==> config.mk <==
export PLATFORM = sky130hd
export DESIGN_NAME = sync_fifo_prog
export DESIGN_NICKNAME = d
export VERILOG_FILES = /design/src/rtl/sync_fifo_prog_pkg.sv /design/src/rtl/sync_fifo_prog_mem.sv /design/src/rtl/sync_fifo_prog.sv
export SDC_FILE = /design/constraint.sdc
export NUM_CORES = 1
export LEC_CHECK = 0
export ABC_AREA = 1
export BUFFER_PORTS_ARGS = -buffer_cell sky130_fd_sc_hd__buf_2
export CAP_MARGIN = 20
export CELL_PAD_IN_SITES_DETAIL_PLACEMENT = 1
export CELL_PAD_IN_SITES_GLOBAL_PLACEMENT = 2
export CORE_MARGIN = 5
export CORE_UTILIZATION = 31
export DETAILED_ROUTE_END_ITERATION = 7
export PLACE_DENSITY_LB_ADDON = 0.1
export SLEW_MARGIN = 40
export SYNTH_ARGS = -nofsm -noshare
export SYNTH_HDL_FRONTEND = slang
export SYNTH_HIERARCHICAL = 1
export SYNTH_SLANG_ARGS = --single-unit
export TNS_END_PERCENT = 20
==> constraint.sdc <==
create_clock -name clk -period 8.37 [get_ports clk]
set_clock_uncertainty 0.15 [all_clocks]
set_input_delay 0.837 -clock clk [delete_from_list [all_inputs] [get_ports clk]]
set_output_delay 0.837 -clock clk [all_outputs]
set_load 0.02 [all_outputs]
==> src/rtl/sync_fifo_prog_pkg.sv <==
`default_nettype none
// ============================================================================
// Module   : shared_pkg
// Brief    : Shared types, defaults and helpers for the programmable FIFO.
// Revision : 1.0 - initial release
// ============================================================================
package shared_pkg;

    localparam int DEF_FIFO_WIDTH = 16;
    localparam int DEF_FIFO_DEPTH = 8;

    typedef enum logic {
        FIFO_STD  = 1'b0,
        FIFO_FWFT = 1'b1
    } fifo_mode_e;

    // Count width able to represent 0..depth inclusive.
    function automatic int fifo_cw(input int depth);
        return $clog2(depth + 1);
    endfunction

endpackage
`default_nettype wire

==> src/rtl/sync_fifo_prog_mem.sv <==
`default_nettype none
// ============================================================================
// Module   : fifo_mem
// Brief    : DEPTH x WIDTH storage, synchronous write, asynchronous read.
// Revision : 1.0 - initial release
// ============================================================================
module fifo_mem #(
    parameter int WIDTH = 16,
    parameter int DEPTH = 8,
    parameter int AW    = $clog2(DEPTH)
) (
    input  logic             clk,
    input  logic             we_i,
    input  logic [AW-1:0]    waddr_i,
    input  logic [WIDTH-1:0] wdata_i,
    input  logic [AW-1:0]    raddr_i,
    output logic [WIDTH-1:0] rdata_o
);

    // Storage is deliberately not reset; pointers and count define validity.
    logic [WIDTH-1:0] mem_q [DEPTH];

    always_ff @(posedge clk) begin
        if (we_i) begin
            mem_q[waddr_i] <= wdata_i;
        end
    end

    assign rdata_o = mem_q[raddr_i];

endmodule
`default_nettype wire

==> src/rtl/sync_fifo_prog.sv <==
`default_nettype none
// ============================================================================
// Module   : sync_fifo_prog
// Brief    : Synchronous FIFO with any depth, programmable thresholds,
//            standard or first-word-fall-through read, flush and high-water.
// Revision : 1.0 - initial release
// ============================================================================
module sync_fifo_prog
    import shared_pkg::*;
#(
    parameter int         FIFO_WIDTH = DEF_FIFO_WIDTH,
    parameter int         FIFO_DEPTH = DEF_FIFO_DEPTH,
    parameter int         AF_LEVEL   = FIFO_DEPTH - 1,
    parameter int         AE_LEVEL   = 1,
    parameter fifo_mode_e MODE       = FIFO_STD,
    localparam int        CW         = fifo_cw(FIFO_DEPTH)
) (
    input  logic                  clk,
    input  logic                  rst,
    input  logic                  flush,
    input  logic                  wr_en,
    input  logic [FIFO_WIDTH-1:0] data_in,
    input  logic                  rd_en,
    output logic [FIFO_WIDTH-1:0] data_out,
    output logic                  valid,
    output logic                  wr_ack,
    output logic                  overflow,
    output logic                  underflow,
    output logic                  full,
    output logic                  empty,
    output logic                  almostfull,
    output logic                  almostempty,
    output logic [CW-1:0]         count,
    output logic [CW-1:0]         high_water
);

    localparam int            PW      = $clog2(FIFO_DEPTH);
    localparam logic [CW-1:0] C_DEPTH = CW'(FIFO_DEPTH);
    localparam logic [CW-1:0] C_AF    = CW'(AF_LEVEL);
    localparam logic [CW-1:0] C_AE    = CW'(AE_LEVEL);
    localparam logic [PW-1:0] C_LAST  = PW'(FIFO_DEPTH - 1);

    logic [PW-1:0]         wr_ptr_q, wr_ptr_d;
    logic [PW-1:0]         rd_ptr_q, rd_ptr_d;
    logic [CW-1:0]         count_q, count_d;
    logic [CW-1:0]         hw_q, hw_d;
    logic                  wr_ack_q, wr_ack_d;
    logic                  ovf_q, ovf_d;
    logic                  udf_q, udf_d;
    logic                  wr_acc;
    logic                  rd_acc;
    logic                  mem_we;
    logic [FIFO_WIDTH-1:0] mem_rdata;

    assign full        = (count_q == C_DEPTH);
    assign empty       = (count_q == '0);
    assign almostfull  = (count_q >= C_AF) && !full;
    assign almostempty = (count_q <= C_AE) && !empty;
    assign count       = count_q;
    assign high_water  = hw_q;
    assign wr_ack      = wr_ack_q;
    assign overflow    = ovf_q;
    assign underflow   = udf_q;

    // Acceptance uses the registered flags only, so a read never frees a slot
    // for a write in the same cycle.
    assign wr_acc = wr_en && !full;
    assign rd_acc = rd_en && !empty;
    assign mem_we = wr_acc && !flush;

    always_comb begin
        wr_ptr_d = wr_ptr_q;
        rd_ptr_d = rd_ptr_q;
        count_d  = count_q;
        wr_ack_d = 1'b0;
        ovf_d    = 1'b0;
        udf_d    = 1'b0;
        if (flush) begin
            wr_ptr_d = '0;
            rd_ptr_d = '0;
            count_d  = '0;
        end else begin
            wr_ack_d = wr_acc;
            ovf_d    = wr_en && full;
            udf_d    = rd_en && empty;
            if (wr_acc) begin
                wr_ptr_d = (wr_ptr_q == C_LAST) ? '0 : wr_ptr_q + 1'b1;
            end
            if (rd_acc) begin
                rd_ptr_d = (rd_ptr_q == C_LAST) ? '0 : rd_ptr_q + 1'b1;
            end
            case ({wr_acc, rd_acc})
                2'b10:   count_d = count_q + 1'b1;
                2'b01:   count_d = count_q - 1'b1;
                default: count_d = count_q;
            endcase
        end
        // Tracking the next count keeps high_water aligned with count.
        hw_d = (count_d > hw_q) ? count_d : hw_q;
    end

    always_ff @(posedge clk or posedge rst) begin
        if (rst) begin
            wr_ptr_q <= '0;
            rd_ptr_q <= '0;
            count_q  <= '0;
            hw_q     <= '0;
            wr_ack_q <= 1'b0;
            ovf_q    <= 1'b0;
            udf_q    <= 1'b0;
        end else begin
            wr_ptr_q <= wr_ptr_d;
            rd_ptr_q <= rd_ptr_d;
            count_q  <= count_d;
            hw_q     <= hw_d;
            wr_ack_q <= wr_ack_d;
            ovf_q    <= ovf_d;
            udf_q    <= udf_d;
        end
    end

    fifo_mem #(
        .WIDTH (FIFO_WIDTH),
        .DEPTH (FIFO_DEPTH),
        .AW    (PW)
    ) u_mem (
        .clk     (clk),
        .we_i    (mem_we),
        .waddr_i (wr_ptr_q),
        .wdata_i (data_in),
        .raddr_i (rd_ptr_q),
        .rdata_o (mem_rdata)
    );

    generate
        if (MODE == FIFO_FWFT) begin : g_fwft
            // Head word is presented directly; zero when nothing is stored.
            assign data_out = empty ? '0 : mem_rdata;
            assign valid    = !empty;
        end else begin : g_std
            logic [FIFO_WIDTH-1:0] dout_q, dout_d;
            logic                  valid_q, valid_d;

            always_comb begin
                dout_d  = dout_q;
                valid_d = 1'b0;
                if (!flush && rd_acc) begin
                    dout_d  = mem_rdata;
                    valid_d = 1'b1;
                end
            end

            always_ff @(posedge clk or posedge rst) begin
                if (rst) begin
                    dout_q  <= '0;
                    valid_q <= 1'b0;
                end else begin
                    dout_q  <= dout_d;
                    valid_q <= valid_d;
                end
            end

            assign data_out = dout_q;
            assign valid    = valid_q;
        end
    endgenerate

endmodule
`default_nettype wire
; ---- Yosys cells after proc, flatten, opt, wreduce, memory -nomap -nowiden
; Memories as Yosys holds them, arrays and structs flattened. A register that Yosys moved wholly into a read port is not among the register bits.
; Cells that the tools add are included.
[word_totals]
mem_count = 1
input_bits = 21
out_inout_bits = 32
regBits = 18
wordCells = 49
ram_bits = 128
[op_classes]
n_lt_le_gt_ge = 3
addsub = 4
muxes = 14
reduce_logical = 14
eq_ne = 5
[mem_list]
columns = name, depth, word_bits, rd, rd_clocked_by_memory_dff, wr, line_no
row1 = u_mem.mem_q, 8, 16, 1, 1, 1, sync_fifo_prog_mem.sv:21  ; logic [WIDTH-1:0] mem_q [DEPTH];
[op_table]
columns = cell, count
row1 = $mux W3, 6
row2 = $logic_and A1 B1 Y1, 8
row3 = $pmux W4 S2, 1
row4 = $add A3 B1 Y3 const B, 2
row5 = $eq A3 B3 Y1 const B, 2
row6 = $mux W1, 6
row7 = $add A4 B1 Y4 const B, 1
row8 = $eq A4 B4 Y1 const B, 1
row9 = $ge A4 B3 Y1 const B, 1
row10 = $gt A4 B4 Y1, 1
row11 = $le A4 B1 Y1 const B, 1
row12 = $logic_not A4 Y1, 1
row13 = $mux W4, 1
row14 = $reduce_bool A2 Y1, 2
row15 = $sub A4 B1 Y4 const B, 1
row16 = $logic_not A1 Y1, 3
row17 = $eq A2 B1 Y1 const B, 1
row18 = $eq A2 B2 Y1 const B, 1

; ---- Depth between registers and ports, before layout
; Gate-level depths: netlist of the first run.
[depth]
depth_word = 7
ltp_mapped = 18
ltp_nobuf = 18

; ---- Cells and area by module
; The synthesis of the first run kept the hierarchy.
[by_module_without_submodules]
columns = module, area_each_um2, seq_area_each_um2, cells_per_inst, n_inst
row1 = fifo_mem, 5669.2, 3843.7, 571, 1
row2 = sync_fifo_prog, 1801.7, 850.8, 207, 1

; ---- Worst setup path before layout of the first run
; OpenSTA, ideal clock, no wires.
[synth_path]
kind = reg2reg
startpoint = reg count_q[0], in the netlist count[0]
endpoint = reg hw_q[0], in the netlist high_water[0]
arrival_time_ns = 2.652
stages_incl_launch_ff = 18
n_path_buf = 0
required_ns = 8.102
synth_period_minus_slack_ns = 2.920
setup_slack_ns = 5.450
path_cell_list = dfrtp_1 -> inv_1 -> ha_1 -> nand2_1 -> nor2_2 -> nor2_2 -> nand2_4 -> nand2_2 -> a31oi_1 -> ha_1 -> nand2_1 -> inv_1 -> nand2_1 -> nor2_1 -> a21oi_1 -> inv_1 -> nand2_1 -> nand2_1
[synth_between]
elab_chain_cells = 7
elab_cells_between_ends = 13
cone_classes = 2 x add/sub / 1 x order compare / 3 x eq/ne / 2 x mux / 5 x reduce/logical
[synth_rtl]
columns = item, line_no
row1 = "start, declared", sync_fifo_prog.sv:45  ; logic [CW-1:0] count_q, count_d;
row2 = "start signal, assigned", sync_fifo_prog.sv:114  ; count_q <= count_d;
row3 = $eq A4 B4 Y1 *, sync_fifo_prog.sv:55  ; assign full = (count_q == C_DEPTH);
row4 = via full, sync_fifo_prog.sv:29  ; output logic full,
row5 = $logic_not A1 Y1 *, sync_fifo_prog.sv:67  ; assign wr_acc = wr_en && !full;
row6 = $logic_and A1 B1 Y1 *, sync_fifo_prog.sv:67
row7 = $eq A2 B1 Y1 / $eq A2 B2 Y1 (equally long branches), sync_fifo_prog.sv:92  ; case ({wr_acc, rd_acc})
row8 = $pmux W4 S2 *, sync_fifo_prog.sv:92
row9 = $mux W4 *, sync_fifo_prog.sv:78  ; if (flush) begin
row10 = via count_d[3], sync_fifo_prog.sv:45
row11 = $gt A4 B4 Y1 *, sync_fifo_prog.sv:99  ; hw_d = (count_d > hw_q) ? count_d : hw_q;
row12 = "end signal, assigned", sync_fifo_prog.sv:115  ; hw_q <= hw_d;
row13 = "end, declared", sync_fifo_prog.sv:46  ; logic [CW-1:0] hw_q, hw_d;
; Mark *: on every way through the listed nets, which the timed path passes. The rest lies on a longest branch.
; A chain may end at the register's enable or synchronous reset.

; ---- Worst setup path in the final report of the first run
[layout_path]
startpoint = reg count_q[0], in the netlist count[0]
endpoint = reg hw_q[1], in the netlist high_water[1]
[layout_between]
elab_chain_cells = 7
elab_cells_between_ends = 13
cone_classes = 2 x add/sub / 1 x order compare / 3 x eq/ne / 2 x mux / 5 x reduce/logical
[layout_rtl]
columns = item, line_no
row1 = $eq A4 B4 Y1 / $logic_not A4 Y1 (equally long branches), "sync_fifo_prog.sv:55, sync_fifo_prog.sv:56"
row2 = $logic_not A1 Y1 (on tied branches), "sync_fifo_prog.sv:67, sync_fifo_prog.sv:68"
row3 = $logic_and A1 B1 Y1 (on tied branches), "sync_fifo_prog.sv:67, sync_fifo_prog.sv:68"
row4 = $eq A2 B1 Y1 / $eq A2 B2 Y1 (equally long branches), sync_fifo_prog.sv:92
row5 = $pmux W4 S2 *, sync_fifo_prog.sv:92
row6 = $mux W4 *, sync_fifo_prog.sv:78
row7 = via count_d[3], sync_fifo_prog.sv:45
row8 = $gt A4 B4 Y1 *, sync_fifo_prog.sv:99
; Marks and branches as above.

==> flow_metrics.env, run 1 <==
export IMPL_nFillCells=2805
export IMPL_ir_worst_vdd_v=0.000128
export IMPL_maxSlewHeadroom_pct=45.0
export IMPL_crit_path_max_fanout=7
export IMPL_fin_nets=868
export IMPL_hold_depth=2
export IMPL_finalSetupViolCount=0
export IMPL_worst_pin_slew_ns=0.819
export IMPL_drc_errors=0
export IMPL_leakage_nw=4.12
export IMPL_core_mm2=0.0236
export IMPL_yosysSeqAreaShare_pct=62.8
export IMPL_num_rows=56
export IMPL_reg2reg_depth=18
export IMPL_outcome="completed"
export IMPL_slew_viol_final=0
export IMPL_worst_setup_path_start_kind="register"
export IMPL_first_pass_iters=4
export IMPL_start_util_pct=31.6
export IMPL_multiInputGateArea_mm2=0.00196
export IMPL_clockBufferDepth=2
export IMPL_mostFrequentLayoutCells="nand2_1 (285), inv_1 (151), edfxtp_1 (128)"
export IMPL_hp_class="register to register"
export IMPL_final_util_pct=36.5
export IMPL_track_usage_pct=15.2
export IMPL_antenna_found_initial=0
export IMPL_layout_drive_gt1_share_pct=14.3
export IMPL_max_clock_freq_mhz=309
export IMPL_worstPathRequired_ns=8.53
export IMPL_dieArea_mm2=0.0273
export IMPL_rr_endpoint="high_water[1]"
export IMPL_clockRootBuffer="clkbuf_16"
export IMPL_cts_resized=0
export IMPL_cts_htree_levels=4
export IMPL_final_common_cell="nand2_1"
export IMPL_worstSetupEndpointType="register"
export IMPL_seq_area_mm2=0.00470
export IMPL_grt_pass1_vias=5589
export IMPL_grt_ovfl_total=0
export IMPL_p_per_area_mw_per_mm2=292
export IMPL_clk_pin_slew_ns=0.06
export IMPL_cts_sinks=162
export IMPL_yosys_area_share_adder_pct=1.84
export IMPL_final_hold_viol_count=0
export IMPL_grt_pass1_wl_um=30800
export IMPL_routed_wirelength_um=19500
export IMPL_cts_tree="built"
export IMPL_synth_area_mm2=0.00747
export IMPL_synthSimpleGateAreaFrac_pct=23.7
export IMPL_synth_seq_cells=162
export IMPL_netlist_instances=778
export IMPL_dp_hpwl_um=12200
export IMPL_ys_warn_count=6
export IMPL_ant_nets=0
export IMPL_ctsHoldBuffers=0
export IMPL_rsz0062_at_grt="no"
export IMPL_synth_avg_cell_area_um2=9.60
export IMPL_num_antenna_cells=0
export IMPL_ys_types=30
export IMPL_grt_max_degree=68
export IMPL_fp_dieH_um=165
export IMPL_fin_crit_ns=3.23
export IMPL_clk_insertion_delay_late_ns=0.42
export IMPL_cts_buffers=17
export IMPL_synth_mux_area_share_pct=0
export IMPL_path_class="register to register"
export IMPL_synth_compound_area_share_pct=0.653
export IMPL_r2r_slack_ns=5.14
export IMPL_initialDrtViolationCount=257
export IMPL_vias_per_cell=4.39
export IMPL_hold_start="data_out[5]"
export IMPL_die_w_um=165
export IMPL_syn_num_nets=810
export IMPL_num_vias=5133
export IMPL_fin_setup_tns_ns=0
export IMPL_synth_xor_area_share_pct=0.117
export IMPL_gp_congestion=0.729
export IMPL_period_share_pct=38.6
export IMPL_area_delta_synth_final_pct=15.4
export IMPL_io_buffers=52
export IMPL_arrival_ns=3.39
export IMPL_post_cts_buffers=0
export IMPL_synth_top_family_by_area="simple AND/OR/NAND/NOR gates"
export IMPL_r2r_start="count[0]"
export IMPL_wire_per_inst_um=16.7
export IMPL_io_pins=53
export IMPL_hold_end="data_out[5]"
export IMPL_drv_cap=0
worst max-delay path by stage:
| stage | startpoint | to | slack, ns | depth (start not counted) |
|---|---|---|---|---|
| 2_1_floorplan | count[0] | high_water[0] | 5.45 | 17 |
| 3_3_place_gp | count[0] | high_water[0] | 5.24 | 18 |
| 3_5_place_dp | count[0] | high_water[3] | 5.13 | 18 |
| 4_1_cts | count[0] | high_water[1] | 5.09 | 18 |
| 5_1_grt | count[0] | high_water[2] | 4.85 | 18 |
| 6_report | count[0] | high_water[1] | 5.14 | 18 |
cell type report:
class                      instances  share of cell area (%)
multi-input combinational        433                    22.8
tap                              319                    4.63
sequential                       162                    54.5
inverter                         155                    6.78
timing repair buffer              67                    4.47
clock inverter                    14                    1.89
clock buffer                      18                    4.98
per-stage QoR:
| step | cells | setup WS (ns) | hold WS, ns | instance area [um2] | power [W] |
|---|---|---|---|---|---|
| 2_1_floorplan | 778 | 5.45 | 0.349 | 7470 | 0.00154 |
| 3_3_place_gp | 1135 | 5.24 | 0.306 | 8010 | 0.00175 |
| 3_5_place_dp | 1135 | 5.13 | 0.308 | 8010 | 0.00177 |
| 4_1_cts | 1167 | 5.09 | 0.325 | 8600 | 0.00256 |
| 5_1_grt | 1168 | 4.85 | 0.357 | 8620 | 0.00269 |
| 6_report | 1168 | 5.14 | 0.318 | 8620 | 0.00252 |
registers in the layout, summed over array words and instances (netlist names), 3 cells and up:
name and flops:
high_water 4, data_out 16, u_mem/mem_q 128, count 4
rd_ptr_q 3, wr_ptr_q 3
where the power goes:
part | switching, W | total (W) | internal (W)
combinational | 0.000524 | 0.000743 | 0.000219
sequential | 0.0000488 | 0.000994 | 0.000945
clock | 0.000313 | 0.000781 | 0.000468
total | 0.000886 | 0.00252 | 0.00163
Yosys cell counts (all sizes together):
cell,n,area (um2)
o31ai,1,7.51
nor3,2,10.0
o21ai,3,15.0
buf,28,228
inv,155,584
nand4,3,18.8
nand3,85,430
edfxtp,128,3840
a21oi,4,20.0
ha,11,138
nor2,19,103
dfrtp,34,851
and2,1,6.26
xor2,1,8.76
nand3b,1,7.51
nand2,301,1190
a31oi,1,6.26
cells by family (layout without fill, tap and decap cells):
logic type / Yosys count / in the layout
xor gates and xnor gates: 1 / 1
and+or+nand+nor: 412 / 412
adders and majority gates: 11 / 11
AOI/OAI and AO/OA: 9 / 9
buffers and inverters: 183 / 254
DFF: 162 / 162
routing by layer:
layer  part of all wire [%]  global-route usage, %  vias up
li1                       -                      -     2534
met1                     45                   18.8     2535
met2                     51                   27.2       45
met3                    1.9                   2.76       19
met4                    1.4                   4.12        0
met5                      0                      0        -
critical path, cell delays in order, from the launching register on:
cell,delay [ns]
dfrtp_1,0.48
inv_1,0.13
ha_1,0.31
nand2_1,0.12
nor2_2,0.05
nor2_2,0.24
nand2_4,0.11
nand3_1,0.10
nand2_1,0.07
a31oi_1,0.25
ha_1,0.30
nand2_1,0.08
inv_1,0.05
nand2_1,0.05
nor2_1,0.03
a21oi_1,0.29
inv_1,0.15
nand2_1,0.09
nand2_1,0.06
(Power assumes the default switching activity.)
==> run 2, diff against run 1 <==
==> constraint.sdc (replaced) <==
create_clock -name clk -period 3 [get_ports clk]
set_clock_uncertainty 0.15 [all_clocks]
set_input_delay 0.3 -clock clk [delete_from_list [all_inputs] [get_ports clk]]
set_output_delay 0.3 -clock clk [all_outputs]
set_load 0.02 [all_outputs]
==> flow_metrics.env, run 2 (same netlist as run 1, synthesis figures left out) <==
export IMPL_power_total_w=0.00694
export IMPL_layout_drive_gt1_share_pct=14.8
export IMPL_cts_buffers=17
export IMPL_largest_register_ffs=128
export IMPL_antenna_found_initial=1
export IMPL_start_util_pct=31.6
export IMPL_fin_crit_ns=2.74
export IMPL_path_class="register to register"
export IMPL_fp_dieH_um=165
export IMPL_crit_path_max_fanout=7
export IMPL_p_sw_w=0.00249
export IMPL_post_cts_buffers=0
export IMPL_pwr_share_clk_pct=29.5
export IMPL_intPower_w=0.00445
export IMPL_num_antenna_cells=0
export IMPL_p_per_area_mw_per_mm2=794
export IMPL_grt_pass1_vias=5519
export IMPL_ir_worst_vdd_v=0.000352
export IMPL_power_frac_comb_pct=30.7
export IMPL_grt_ovfl_total=0
export IMPL_vias_per_cell=4.36
export IMPL_power_frac_seq_pct=39.9
export IMPL_arrival_ns=2.96
export IMPL_num_rows=56
export IMPL_final_common_cell="nand2_1"
export IMPL_leakage_nw=4.16
export IMPL_fin_nets=883
export IMPL_core_mm2=0.0236
export IMPL_dieArea_mm2=0.0273
export IMPL_dp_hpwl_um=12100
export IMPL_nFillCells=2719
export IMPL_drv_cap=0
export IMPL_hold_start="data_in[9]"
export IMPL_clockRootBuffer="clkbuf_16"
export IMPL_r2r_slack_ns=0.26
export IMPL_worst_setup_path_start_kind="register"
export IMPL_max_clock_freq_mhz=364
export IMPL_fin_setup_tns_ns=0
export IMPL_cts_sinks=162
export IMPL_r2r_start="count[0]"
export IMPL_maxSlewHeadroom_pct=45.4
export IMPL_period_share_pct=91.5
export IMPL_hp_class="input port to register"
export IMPL_io_buffers=52
export IMPL_io_pins=53
export IMPL_num_vias=5163
export IMPL_setup_worst_path_start="count[0]"
export IMPL_first_pass_iters=4
export IMPL_grt_max_degree=68
export IMPL_clk_pin_slew_ns=0.07
export IMPL_track_usage_pct=14.9
export IMPL_area_delta_synth_final_pct=17.0
export IMPL_wire_per_inst_um=16.2
export IMPL_mostFrequentLayoutCells="nand2_1 (285), inv_1 (152), edfxtp_1 (128)"
export IMPL_grt_pass1_wl_um=30300
export IMPL_top_register="u_mem/mem_q"
export IMPL_final_hold_viol_count=0
export IMPL_die_w_um=165
export IMPL_clk_insertion_delay_late_ns=0.43
export IMPL_rsz0062_at_grt="no"
export IMPL_gp_congestion=0.748
export IMPL_routed_wirelength_um=19200
export IMPL_ant_nets=0
export IMPL_worstSetupEndpointType="register"
export IMPL_worstPathRequired_ns=3.22
export IMPL_clockBufferDepth=2
export IMPL_cts_tree="built"
export IMPL_finalSetupViolCount=0
export IMPL_drc_errors=0
export IMPL_worst_pin_slew_ns=0.819
export IMPL_outcome="completed"
export IMPL_initialDrtViolationCount=227
export IMPL_slew_viol_final=0
export IMPL_cts_htree_levels=4
export IMPL_p_sw_share_pct=35.9
-- run 2: cell count changes in the layout (fill, tap and decap cells not counted), sizes merged, moves of 2 or more --
| cell | before | now |
|---|---|---|
| buf | 67 | 71 |
| bufinv | 3 | 1 |
| clkinv | 9 | 4 |
| clkinvlp | 1 | 6 |
| dlygate4sd3 | 0 | 11 |
| inv | 156 | 159 |
-- run 2: timing repair --
action	CTS	global route
endpoints found under the setup margin	0	4
hold endpoints to repair	109	0
resized for setup	0	2
hold buffers	11	0
-- run 2: layer usage --
layer  track usage (%)  vias to the layer above  wire length (um)
met5                 0                        -                11
met4              3.97                        2               229
met3              2.71                       18               342
met2              26.0                       40              9690
met1              19.1                     2537              8900
li1                  -                     2566                 -
-- run 2: path summary, 6_finish.rpt --
check / depth (start not counted) / to
max reg2reg: 17 / high_water[1]
min in group asynchronous: 4 / data_out[10]
max: 17 / high_water[1]
min reg2reg: 2 / data_out[12]
min: 1 / u_mem/mem_q[0][9]
max in group asynchronous: 4 / rd_ptr_q[0]
-- run 2: metrics by stage --
step	hold WS (ns)	util (%)	instance area [um2]	instances	setup WS (ns)
3_5_place_dp	0.293	34.1	8060	1140	0.0967
2_1_floorplan	0.221	-	7470	778	0.0797
3_3_place_gp	0.272	34.1	8060	1140	0.282
6_report	0.00652	37.0	8740	1183	0.255
4_1_cts	0.00201	37.0	8730	1183	0.0866
5_1_grt	0.0104	37.0	8740	1183	0.0111
-- run 2: final cells by class --
cell class / count / area (um2) / share of cell area, %
Clock buffer: 17 / 425 / 4.87
Clock inverter: 15 / 131 / 1.50
Inverter: 155 / 584 / 6.69
Multi-Input combinational cell: 433 / 1980 / 22.6
Sequential cell: 162 / 4700 / 53.7
Tap cell: 319 / 399 / 4.57
Timing Repair Buffer: 82 / 526 / 6.01
-- run 2: power groups by stage --
| stage | logic (W) | registers, W | clock network (W) |
|---|---|---|---|
| 4_1_cts | 0.00219 | 0.00277 | 0.00211 |
| 2_1_floorplan | 0.00133 | 0.00297 | 0 |
| 6_report | 0.00213 | 0.00277 | 0.00205 |
| 3_5_place_dp | 0.00217 | 0.00282 | 0 |
| 3_3_place_gp | 0.00215 | 0.00281 | 0 |
| 5_1_grt | 0.00241 | 0.00279 | 0.00223 |
-- run 2: critical path, stage by stage (launching register included) --
cell and delay [ns]:
dfrtp_1 0.38, inv_1 0.17, ha_4 0.21, nand3_1 0.12, nand2_2 0.15, nand2_2 0.12
nand3_1 0.10, nand2_1 0.07, a31oi_1 0.23, ha_1 0.29, nand2_1 0.07, inv_1 0.05
nand2_1 0.05, nor2_1 0.04, a21oi_1 0.16, buf_4 0.16, nand3_1 0.08, nand2_1 0.09
==> run 3, diff against run 2 <==
--- a/config.mk
+++ b/config.mk
@@ -13,7 +13,9 @@
 export CORE_MARGIN = 5
 export CORE_UTILIZATION = 31
 export DETAILED_ROUTE_END_ITERATION = 7
+export HOLD_SLACK_MARGIN = 0.06
 export PLACE_DENSITY_LB_ADDON = 0.1
+export REMOVE_ABC_BUFFERS = 1
 export SLEW_MARGIN = 40
 export SYNTH_ARGS = -nofsm -noshare
 export SYNTH_HDL_FRONTEND = slang
==> flow_metrics.env, run 3 (same netlist as run 1, synthesis figures left out) <==
export IMPL_max_clock_freq_mhz=368
export IMPL_drv_cap=0
export IMPL_cpMostUsedCell="nand2_1"
export IMPL_vias_per_cell=4.33
export IMPL_ant_nets=0
export IMPL_initialDrtViolationCount=250
export IMPL_cts_tree="built"
export IMPL_grt_ovfl_total=0
export IMPL_io_buffers=52
export IMPL_slew_viol_final=0
export IMPL_clk_insertion_delay_late_ns=0.42
export IMPL_grt_pass1_vias=5559
export IMPL_wire_per_inst_um=16.2
export IMPL_top_register="u_mem/mem_q"
export IMPL_ir_worst_vdd_v=0.000350
export IMPL_antenna_found_initial=0
export IMPL_fp_dieH_um=165
export IMPL_worstSetupEndpointType="register"
export IMPL_worst_pin_slew_ns=0.567
export IMPL_drc_errors=0
export IMPL_hp_class="input port to register"
export IMPL_critPathSlowestCell="dfrtp_1"
export IMPL_clockBufferDepth=2
export IMPL_die_w_um=165
export IMPL_period_share_pct=90.7
export IMPL_start_util_pct=31.6
export IMPL_critPathBufInv=3
export IMPL_post_cts_buffers=0
export IMPL_maxSlewHeadroom_pct=62.2
export IMPL_mostFrequentLayoutCells="nand2_1 (285), inv_1 (151), edfxtp_1 (128)"
export IMPL_track_usage_pct=15.3
export IMPL_gp_congestion=0.757
export IMPL_r2r_start="count[0]"
export IMPL_leakage_nw=4.23
export IMPL_routed_wirelength_um=19400
export IMPL_p_per_area_mw_per_mm2=793
export IMPL_hold_depth=2
export IMPL_hold_end="count[1]"
export IMPL_area_delta_synth_final_pct=19.4
export IMPL_worstPathRequired_ns=3.16
export IMPL_fin_nets=895
export IMPL_hold_start="flush"
export IMPL_clockRootBuffer="clkbuf_16"
export IMPL_num_rows=56
export IMPL_fin_crit_ns=2.72
export IMPL_first_pass_iters=4
export IMPL_arrival_ns=2.88
export IMPL_rsz0062_at_grt="no"
export IMPL_max_stage_delay_ns=0.35
export IMPL_cts_buffers=17
export IMPL_outcome="completed"
export IMPL_num_vias=5175
export IMPL_path_class="register to register"
export IMPL_cts_htree_levels=4
export IMPL_crit_family="simple AND/OR/NAND/NOR gates"
export IMPL_layout_drive_gt1_share_pct=15.9
export IMPL_reg2reg_depth=18
export IMPL_worst_slack_ns=0.280
export IMPL_dieArea_mm2=0.0273
export IMPL_final_util_pct=37.8
export IMPL_crit_path_max_fanout=5
export IMPL_grt_pass1_wl_um=31100
export IMPL_core_mm2=0.0236
export IMPL_power_total_w=0.00707
export IMPL_finalSetupViolCount=0
export IMPL_r2r_slack_ns=0.28
export IMPL_clk_pin_slew_ns=0.06
export IMPL_cts_sinks=162
export IMPL_nFillCells=2750
export IMPL_rr_endpoint="high_water[0]"
export IMPL_final_common_cell="nand2_1"
export IMPL_grt_max_degree=68
export IMPL_worst_setup_path_start_kind="register"
export IMPL_dp_slack_ns=0.0380
export IMPL_fin_setup_tns_ns=0
export IMPL_largest_register_ffs=128
export IMPL_num_antenna_cells=0
export IMPL_path_cells="inv_1, ha_4, nand2_1, nor2_2, nor2_2, nand2_4, nand3_1, nand2_1, a31oi_1, ha_1, nand2_1, inv_1, nand2_1, nor2_1, a21oi_2, inv_1, nand2_1, nand2_1"
export IMPL_io_pins=53
export IMPL_dp_hpwl_um=11800
export IMPL_final_hold_viol_count=0
## run 3: changes by cell type in the layout (fill, tap and decap cells not counted), sizes merged
cell,previous run,this run
dlygate4sd3,11,21
inv,159,156
buf,71,73
bufinv,1,3
clkinvlp,6,4
clkbuf,17,18
clkinv,4,5
## run 3: how the worst max path moves through the flow
stage | start | depth (start not counted) | to | slack [ns]
4_1_cts | count[1] | 17 | high_water[1] | 0.02
3_3_place_gp | count[0] | 17 | high_water[0] | 0.08
6_report | count[0] | 18 | high_water[0] | 0.28
3_5_place_dp | count[1] | 17 | high_water[1] | 0.04
5_1_grt | count[0] | 16 | high_water[0] | 0.01
2_1_floorplan | count[0] | 18 | high_water[0] | 0.06
## run 3: repair_timing
action | in CTS | in global routing
hold buffers | 21 | 0
resized for setup | 0 | 3
setup endpoints to repair | 0 | 4
endpoints found under the hold margin | 164 | 0
## run 3: area by class of cell
type | instances | area [um2] | share of cell area, %
clock inverters | 13 | 164 | 1.84
flip-flops and latches | 162 | 4700 | 52.6
multi-input cells | 433 | 2000 | 22.4
repair buffers | 94 | 644 | 7.22
well taps | 319 | 399 | 4.47
clock buffers | 18 | 429 | 4.81
inverters | 155 | 587 | 6.58
## run 3: report_power, final
group / internal [W] / total [W] / leakage, nW / switching (W)
combinational: 0.000669 / 0.00212 / 2.36 / 0.00145
clock: 0.00131 / 0.00220 / 0.276 / 0.000892
sequential: 0.00264 / 0.00275 / 1.59 / 0.000119
total: 0.00461 / 0.00707 / 4.23 / 0.00246
## run 3: metrics by stage
stage	hold WS, ns	cell area, um2	std cells
after CTS	0.0675	8900	1194
final	0.0795	8920	1194
after floorplan	0.221	7240	750
after global placement	0.298	8090	1142
after detailed placement	0.251	8100	1142
after global routing	0.0984	8920	1194
## run 3: worst register-to-register path, cell delays in order, from the launching register on
cell and delay (ns):
dfrtp_1 0.35, inv_1 0.10, ha_4 0.20, nand2_1 0.08, nor2_2 0.05, nor2_2 0.24, nand2_4 0.10, nand3_1 0.09
nand2_1 0.07, a31oi_1 0.21, ha_1 0.28, nand2_1 0.07, inv_1 0.05, nand2_1 0.05, nor2_1 0.05, a21oi_2 0.19
inv_1 0.12, nand2_1 0.08, nand2_1 0.05
## run 3: routing by layer
layer  wire length (um)  vias up  part of all wire (%)  track usage [%]
li1                   -     2594                     -                -
met1               8910     2516                    46             19.6
met2               9800       53                    51             26.7
met3                529       12                   2.7             3.03
met4                154        0                  0.79             3.74
met5                  0        -                     0                0
